## src/rtl/mips_pkg.sv

```systemverilog
// ============================================================================
// Module : mips_pkg
// Brief  : Shared fetch-FSM state encoding, opcode constants and helpers.
// Rev    : 1.0 - initial release
// ============================================================================
`default_nettype none

package mips_pkg;

  typedef enum logic [1:0] {
    S_BOOT  = 2'd0,
    S_REQ   = 2'd1,
    S_HOLD  = 2'd2,
    S_FAULT = 2'd3
  } fetch_state_t;

  localparam logic [5:0] c_op_rtype = 6'b000000;
  localparam logic [5:0] c_op_lw    = 6'b100011;
  localparam logic [5:0] c_op_sw    = 6'b101011;
  localparam logic [5:0] c_op_beq   = 6'b000100;
  localparam logic [5:0] c_op_andi  = 6'b001100;
  localparam logic [5:0] c_op_blez  = 6'b000110;
  localparam logic [5:0] c_op_baln  = 6'b011011;

  // Word offset of a conditional branch: sign-extended immediate times four.
  function automatic logic [31:0] branch_offset(input logic [15:0] imm);
    return {{14{imm[15]}}, imm, 2'b00};
  endfunction

endpackage

`default_nettype wire

```

## src/rtl/next_pc_sel.sv

```systemverilog
// ============================================================================
// Module : next_pc_sel
// Brief  : Combinational next-PC selection (baln jump > taken branch > pc+4).
// Rev    : 1.0 - initial release
// ============================================================================
`default_nettype none

module next_pc_sel
  import mips_pkg::*;
(
  input  logic [31:0] i_pc,
  input  logic [25:0] i_target,
  input  logic        i_branch,
  input  logic        i_br_cond,
  input  logic        i_baln,
  input  logic        i_baln_cond,
  output logic [31:0] o_next_pc
);

  logic [31:0] w_seq;
  logic [31:0] w_btgt;
  logic [31:0] w_jtgt;
  logic [31:0] w_sel;

  assign w_seq  = i_pc + 32'd4;
  assign w_btgt = w_seq + branch_offset(i_target[15:0]);
  assign w_jtgt = {w_seq[31:28], i_target, 2'b00};

  always_comb begin
    w_sel = w_seq;
    if (i_baln && i_baln_cond) begin
      w_sel = w_jtgt;
    end else if (i_branch && i_br_cond) begin
      w_sel = w_btgt;
    end
  end

  assign o_next_pc = {w_sel[31:2], 2'b00};

endmodule

`default_nettype wire

```

## src/rtl/pc_fetch_unit.sv

```systemverilog
// ============================================================================
// Module : pc_fetch_unit
// Brief  : Instruction fetch FSM with pc/instr registers, ack timeout and
//          retired-instruction counter.
// Rev    : 1.0 - initial release
// ============================================================================
`default_nettype none

module pc_fetch_unit
  import mips_pkg::*;
#(
  parameter logic [31:0] RESET_PC    = 32'h0000_0000,
  parameter int          ACK_TIMEOUT = 16
) (
  input  logic        clk,
  input  logic        reset,
  output logic        imem_req,
  output logic [31:0] imem_addr,
  input  logic        imem_ack,
  input  logic [31:0] imem_rdata,
  output logic [31:0] instr,
  output logic [5:0]  opcode,
  output logic        instr_valid,
  input  logic        retire,
  input  logic        branch,
  input  logic        br_cond,
  input  logic        baln,
  input  logic        baln_cond,
  output logic [31:0] pc,
  output logic [31:0] link_pc,
  output logic        fetch_fault,
  output logic [31:0] retired_cnt
);

  localparam int WAIT_W = (ACK_TIMEOUT < 2) ? 1 : $clog2(ACK_TIMEOUT + 1);
  localparam logic [WAIT_W-1:0] WAIT_LAST = WAIT_W'(ACK_TIMEOUT - 1);

  fetch_state_t      r_state;
  fetch_state_t      w_state_nxt;
  logic [31:0]       r_pc;
  logic [31:0]       r_instr;
  logic [31:0]       r_retired_cnt;
  logic [WAIT_W-1:0] r_wait_cnt;
  logic              r_fault;

  logic              w_capture;
  logic              w_retire_fire;
  logic              w_wait_clr;
  logic              w_wait_inc;
  logic              w_fault_set;
  logic [31:0]       w_next_pc;

  next_pc_sel u_next_pc_sel (
    .i_pc        (r_pc),
    .i_target    (r_instr[25:0]),
    .i_branch    (branch),
    .i_br_cond   (br_cond),
    .i_baln      (baln),
    .i_baln_cond (baln_cond),
    .o_next_pc   (w_next_pc)
  );

  always_ff @(posedge clk or posedge reset) begin
    if (reset) begin
      r_state <= S_BOOT;
    end else begin
      r_state <= w_state_nxt;
    end
  end

  always_comb begin
    w_state_nxt   = r_state;
    w_capture     = 1'b0;
    w_retire_fire = 1'b0;
    w_wait_clr    = 1'b0;
    w_wait_inc    = 1'b0;
    w_fault_set   = 1'b0;
    imem_req      = 1'b0;
    instr_valid   = 1'b0;
    case (r_state)
      S_BOOT: begin
        w_wait_clr  = 1'b1;
        w_state_nxt = S_REQ;
      end
      S_REQ: begin
        imem_req = 1'b1;
        if (imem_ack) begin
          w_capture   = 1'b1;
          w_state_nxt = S_HOLD;
        end else begin
          // Counter reaches ACK_TIMEOUT on the same edge that enters FAULT.
          w_wait_inc = 1'b1;
          if (r_wait_cnt == WAIT_LAST) begin
            w_fault_set = 1'b1;
            w_state_nxt = S_FAULT;
          end
        end
      end
      S_HOLD: begin
        instr_valid = 1'b1;
        if (retire) begin
          w_retire_fire = 1'b1;
          w_wait_clr    = 1'b1;
          w_state_nxt   = S_REQ;
        end
      end
      default: begin
        w_state_nxt = S_FAULT;
      end
    endcase
  end

  always_ff @(posedge clk or posedge reset) begin
    if (reset) begin
      r_pc          <= RESET_PC;
      r_instr       <= 32'd0;
      r_retired_cnt <= 32'd0;
      r_wait_cnt    <= '0;
      r_fault       <= 1'b0;
    end else begin
      if (w_capture) begin
        r_instr <= imem_rdata;
      end
      if (w_retire_fire) begin
        r_pc          <= w_next_pc;
        r_retired_cnt <= r_retired_cnt + 32'd1;
      end
      if (w_wait_clr) begin
        r_wait_cnt <= '0;
      end else if (w_wait_inc) begin
        r_wait_cnt <= r_wait_cnt + 1'b1;
      end
      if (w_fault_set) begin
        r_fault <= 1'b1;
      end
    end
  end

  assign pc          = r_pc;
  assign imem_addr   = r_pc;
  assign instr       = r_instr;
  assign opcode      = r_instr[31:26];
  assign link_pc     = r_pc + 32'd4;
  assign fetch_fault = r_fault;
  assign retired_cnt = r_retired_cnt;

endmodule

`default_nettype wire

```

## config.mk

```make
export PLATFORM = sky130hd
export DESIGN_NAME = pc_fetch_unit
export DESIGN_NICKNAME = d
export VERILOG_FILES = /design/src/rtl/mips_pkg.sv /design/src/rtl/next_pc_sel.sv /design/src/rtl/pc_fetch_unit.sv
export SDC_FILE = /design/constraint.sdc
export NUM_CORES = 1
export LEC_CHECK = 0
export CAP_MARGIN = 10
export CORE_ASPECT_RATIO = 0.5
export CORE_MARGIN = 8
export CORE_UTILIZATION = 50
export CTS_CLUSTER_DIAMETER = 120
export DETAILED_ROUTE_END_ITERATION = 10
export PLACE_DENSITY = 0.82
export SLEW_MARGIN = 20
export SYNTH_ARGS = -nofsm -noshare
export SYNTH_HDL_FRONTEND = slang
export SYNTH_HIERARCHICAL = 1
export SYNTH_SLANG_ARGS = --single-unit
export TNS_END_PERCENT = 30
```

## constraint.sdc

```tcl
create_clock -name clk -period 4.45 [get_ports clk]
set_input_delay 0.6675 -clock clk [delete_from_list [all_inputs] [get_ports clk]]
set_output_delay 0.6675 -clock clk [all_outputs]
set_load 0.01 [all_outputs]
```

==> impl_results.html <==
<table>
<tr><th>Metric</th><th>Value</th></tr>
<tr><th colspan="2">CTS</th></tr>
<tr><td>Postcts setup bufs</td><td>0</td></tr>
<tr><td>Clock-pin slew of the registers on the worst-case setup and hold paths</td><td>80 ps</td></tr>
<tr><td>Post-cts repair resize count</td><td>0</td></tr>
<tr><td>Num Clock Sinks</td><td>104</td></tr>
<tr><td>Number of hold buffers added after cts</td><td>0</td></tr>
<tr><td>Insertion delay of the later-clocked pin in the worst-skew pair</td><td>370 ps</td></tr>
<tr><td>CTS tree</td><td>yes</td></tr>
<tr><td>Deepest clock path buffer count</td><td>2</td></tr>
<tr><td>Inserted Clock Buffers</td><td>9</td></tr>
<tr><td>CTS H-tree lvls</td><td>3</td></tr>
<tr><td>CTS root buffer</td><td>sky130_fd_sc_hd__clkbuf_16</td></tr>
<tr><th colspan="2">Critical path</th></tr>
<tr><td>Buffering stage count on the worst path with inverters included</td><td>0</td></tr>
<tr><td>Type of the worst setup path</td><td>reg -&gt; reg</td></tr>
<tr><td>Largest fanout of any net on the critical path</td><td>11</td></tr>
<tr><td>Critical path launch point type</td><td>flop</td></tr>
<tr><td>CP max stage delay</td><td>590 ps</td></tr>
<tr><td>Worst path top cell family by delay</td><td>simple AND/OR/NAND/NOR gates</td></tr>
<tr><td>RR Endpoint</td><td>imem_addr[25]$_DFFE_PP0P_</td></tr>
<tr><td>Reg2reg start</td><td>imem_addr[5]$_DFFE_PP0P_</td></tr>
<tr><td>Depth of the worst register-to-register path</td><td>16</td></tr>
<tr><td>Kind of capture point of the worst setup path</td><td>flop</td></tr>
<tr><td>Cell type of the slowest stage on the worst timing path</td><td>sky130_fd_sc_hd__dfrtp_1</td></tr>
<tr><td>Data arrival time of the critical path</td><td>4270 ps</td></tr>
<tr><td>CP required</td><td>4750 ps</td></tr>
<tr><td>Register-to-Register Setup Slack</td><td>480 ps</td></tr>
<tr><td>Critical path, cell by cell</td><td>and3_1 -&gt; nand3_1 -&gt; nor2_1 -&gt; nand3_1 -&gt; xnor2_1 -&gt; ha_1 -&gt; and3_1 -&gt; a32oi_2 -&gt; and4b_1 -&gt; nand2_2 -&gt; a311oi_2 -&gt; xnor2_1 -&gt; mux2i_1 -&gt; a21oi_1 -&gt; nand2_1 -&gt; nand2_1</td></tr>
<tr><td>Start point of the critical path</td><td>imem_addr[5]$_DFFE_PP0P_</td></tr>
<tr><th colspan="2">Detailed routing</th></tr>
<tr><td>WL/cell</td><td>19.8 um</td></tr>
<tr><td>Antenna Nets Post-Route</td><td>0</td></tr>
<tr><td>Met3 wirelength from detailed routing</td><td>1960 um</td></tr>
<tr><td>Metal2 WL</td><td>12200 um</td></tr>
<tr><td>Routed vias</td><td>7375</td></tr>
<tr><td>Total DRC errors in the routed layout</td><td>0</td></tr>
<tr><td>First-pass iteration count of the detailed router</td><td>5</td></tr>
<tr><td>Uppermost metal layer occupied by signal nets</td><td>met4</td></tr>
<tr><td>Total detailed-routing wirelength</td><td>25300 um</td></tr>
<tr><td>M1 WL</td><td>10700 um</td></tr>
<tr><td>DR vias/cell</td><td>5.78</td></tr>
<tr><td>DR iter-0 viols</td><td>781</td></tr>
<tr><th colspan="2">Power and ir drop</th></tr>
<tr><td>Max VDD drop</td><td>0.000340 V</td></tr>
<tr><td>Internal power consumption</td><td>4.08 mW</td></tr>
<tr><td>Switching pwr</td><td>3.44 mW</td></tr>
<tr><td>Cell Pwr Density</td><td>732 nW/um2</td></tr>
<tr><td>Switching part of the total power</td><td>45.7%</td></tr>
<tr><td>Power share of the combinational group</td><td>64.3%</td></tr>
<tr><td>Portion of total power attributed to sequential cells</td><td>24.2%</td></tr>
<tr><td>Pwr Total</td><td>7.52 mW</td></tr>
<tr><td>Share of total power in the clock network</td><td>11.5%</td></tr>
<tr><td>Leakage Power</td><td>4.48 nW</td></tr>
<tr><th colspan="2">Placement</th></tr>
<tr><td>Final Wtd Congestion</td><td>0.989</td></tr>
<tr><td>Placed wire-length estimate</td><td>19300 um</td></tr>
<tr><td>Port Buffers</td><td>208</td></tr>
<tr><th colspan="2">Logic synthesis</th></tr>
<tr><td>Number of unique standard cell types used by synthesis</td><td>77</td></tr>
<tr><td>Async set or reset register ratio after synthesis</td><td>100%</td></tr>
<tr><td>Flip-flop and latch count after synthesis</td><td>104</td></tr>
<tr><td>Dominant cell type by area after synthesis</td><td>sky130_fd_sc_hd__dfrtp_1</td></tr>
<tr><td>Number of flops mapped to enable cells by yosys</td><td>0</td></tr>
<tr><td>Cell area after technology mapping</td><td>7970 um2</td></tr>
<tr><td>Sequential area share after synthesis</td><td>32.7%</td></tr>
<tr><td>Top post-synthesis cells by area</td><td>sky130_fd_sc_hd__dfrtp_1 (33%), sky130_fd_sc_hd__xnor2_1 (9.5%), sky130_fd_sc_hd__nand2_1 (7.9%), sky130_fd_sc_hd__ha_1 (6.4%), sky130_fd_sc_hd__mux2_2 (4.7%)</td></tr>
<tr><td>Most common flop cell mapped by yosys</td><td>sky130_fd_sc_hd__dfrtp_1</td></tr>
<tr><td>Cell count after synthesis</td><td>907</td></tr>
<tr><td>Per-instance average area after synthesis</td><td>8.78 um2</td></tr>
<tr><td>Yosys warns</td><td>6</td></tr>
<tr><td>Share of the synthesized area in the top cell type</td><td>32.7%</td></tr>
<tr><th colspan="2">GRT</th></tr>
<tr><td>Wire length of the first global-routing pass</td><td>40200 um</td></tr>
<tr><td>Via count of the first global-routing pass</td><td>7261</td></tr>
<tr><td>Maximum number of pins on one net before global-route repair</td><td>69</td></tr>
<tr><td>Number of antenna violations at the first check in global routing</td><td>0</td></tr>
<tr><td>GR Util All Layers</td><td>24.0%</td></tr>
<tr><td>Grt ovf</td><td>0</td></tr>
<tr><th colspan="2">Cells and area</th></tr>
<tr><td>Combined area of the multi-input logic cells</td><td>4830 um2</td></tr>
<tr><td>Area Growth Syn to Fin</td><td>29.0%</td></tr>
<tr><td>Most frequent standard cell in the layout excluding fill and tap cells</td><td>sky130_fd_sc_hd__clkdlybuf4s50_1</td></tr>
<tr><td>Post-layout nets</td><td>1150</td></tr>
<tr><td>Post-layout util</td><td>66.3%</td></tr>
<tr><td>Register Area</td><td>2600 um2</td></tr>
<tr><td>Number of inserted diodes</td><td>0</td></tr>
<tr><td>Leading cell types in the layout, fill and taps excluded</td><td>sky130_fd_sc_hd__clkdlybuf4s50_1 (208), sky130_fd_sc_hd__nand2_1 (167), sky130_fd_sc_hd__dfrtp_1 (104)</td></tr>
<tr><td>Fraction of final layout cells with drive strength greater than 1</td><td>9.13%</td></tr>
<tr><td>Total of fill cells in the finished design</td><td>1249</td></tr>
<tr><th colspan="2">Timing</th></tr>
<tr><td>Final count of pins violating max slew</td><td>0</td></tr>
<tr><td>Tcrit/Tclk final</td><td>89.2%</td></tr>
<tr><td>Slew at the pin closest to its max-slew limit</td><td>1010 ps</td></tr>
<tr><td>Clock period minus final worst setup slack</td><td>3970 ps</td></tr>
<tr><td>Setup Total Neg Slack</td><td>0 ps</td></tr>
<tr><td>Final number of setup-violating endpoints</td><td>0</td></tr>
<tr><td>RSZ-0062 raised after global routing</td><td>no</td></tr>
<tr><td>Final Hold Violating Endpoints</td><td>0</td></tr>
<tr><td>Max-slew headroom at the worst pin</td><td>32.5%</td></tr>
<tr><td>Hold_ws</td><td>473 ps</td></tr>
<tr><td>Largest clock skew in the final design</td><td>11.2 ps</td></tr>
<tr><td>Achievable Freq</td><td>0.252 GHz</td></tr>
<tr><th colspan="2">Floorplan</th></tr>
<tr><td>Cell row count</td><td>32</td></tr>
<tr><td>Die Span Y</td><td>105 um</td></tr>
<tr><td>Initial core utilization</td><td>51.4%</td></tr>
<tr><td>Area of the die</td><td>20500 um2</td></tr>
<tr><td>Core Region</td><td>15500 um2</td></tr>
<tr><td>IO Count</td><td>209</td></tr>
<tr><td>Die span in x</td><td>195 um</td></tr>
<tr><th colspan="2">Job</th></tr>
<tr><td>Max capacitance violation total</td><td>0</td></tr>
<tr><th colspan="2">Run status</th></tr>
<tr><td>Run status</td><td>completed</td></tr>
<tr><th colspan="2">Hold path</th></tr>
<tr><td>Beginning of the worst hold path</td><td>fetch_fault$_DFFE_PP0P_</td></tr>
<tr><td>Worst hold-check path type</td><td>reg -&gt; reg</td></tr>
<tr><td>Cell count of the worst hold path</td><td>1</td></tr>
<tr><td>Hold-critical path endpoint</td><td>fetch_fault$_DFFE_PP0P_</td></tr>
</table>
synth_stat cells (all sizes together) (4+ instances only):
master and n:
o21ai 31, buf 57, nand4 31, mux2i 4, a21o 17, and3 21, nand3 43, and2 9
o21bai 5, nand2b 7, ha 41, inv 17, a21oi 48, dfrtp 104, clkbuf 18, xnor2 87
nor2 49, mux2 33, nor4 6, nand2 168, a31oi 6, xor2 26, o221a 4, nor3 11
and4 16
area by class of cell:
cell class,instances,share of cell area (%)
tap,204,2.48
inverter,17,0.645
timing repair buffer,224,21.4
clock buffer,9,2.19
sequential,104,25.3
clock inverter,7,0.949
multi-input combinational,712,47.0
registers in the layout (all words and copies together) (netlist names):
signal and count:
fetch_fault 1, imem_addr 32, instr 32, r_state 2
r_wait_cnt 5, retired_cnt 32
worst max-delay path by stage:
stage	to	slack, ps	depth (start not counted)
after floorplan	imem_addr[29]$_DFFE_PP0P_	990	17
after global placement	imem_addr[29]$_DFFE_PP0P_	680	16
after detailed placement	imem_addr[25]$_DFFE_PP0P_	640	16
after CTS	imem_addr[25]$_DFFE_PP0P_	590	16
after global routing	imem_addr[27]$_DFFE_PP0P_	180	15
final	imem_addr[25]$_DFFE_PP0P_	480	16
metal layers:
| metal | track usage [%] | vias up |
|---|---|---|
| li1 | - | 3466 |
| met1 | 30.0 | 3588 |
| met2 | 41.2 | 287 |
| met3 | 5.93 | 34 |
| met4 | 5.96 | 0 |
| met5 | 0 | - |
power groups by stage:
stage               registers [mW]  clock network (mW)  logic [mW]
floorplan                     1.83                   0        2.95
CTS                           1.81               0.885        4.79
global route                  1.88               0.924        5.21
detailed placement            1.83                   0        4.75
finish                        1.82               0.866        4.84
global placement              1.82                   0        4.69
kinds of logic after synthesis:
family / synth area share, %
xor+xnor: 12.5
mux: 5.17
flops: 32.7
compound gates: 12.4
other cells: 0.0471
fa+ha+maj: 6.69
simple gates: 23.8
buf+inv: 6.74
through the flow:
stage	setup slack, ps	cell area (um2)	instances
final	483	10300	1277
after global placement	682	9960	1261
after detailed placement	635	9960	1261
after CTS	595	10300	1277
after global routing	185	10300	1277
after floorplan	986	7970	908
(Power assumes the default switching activity.)
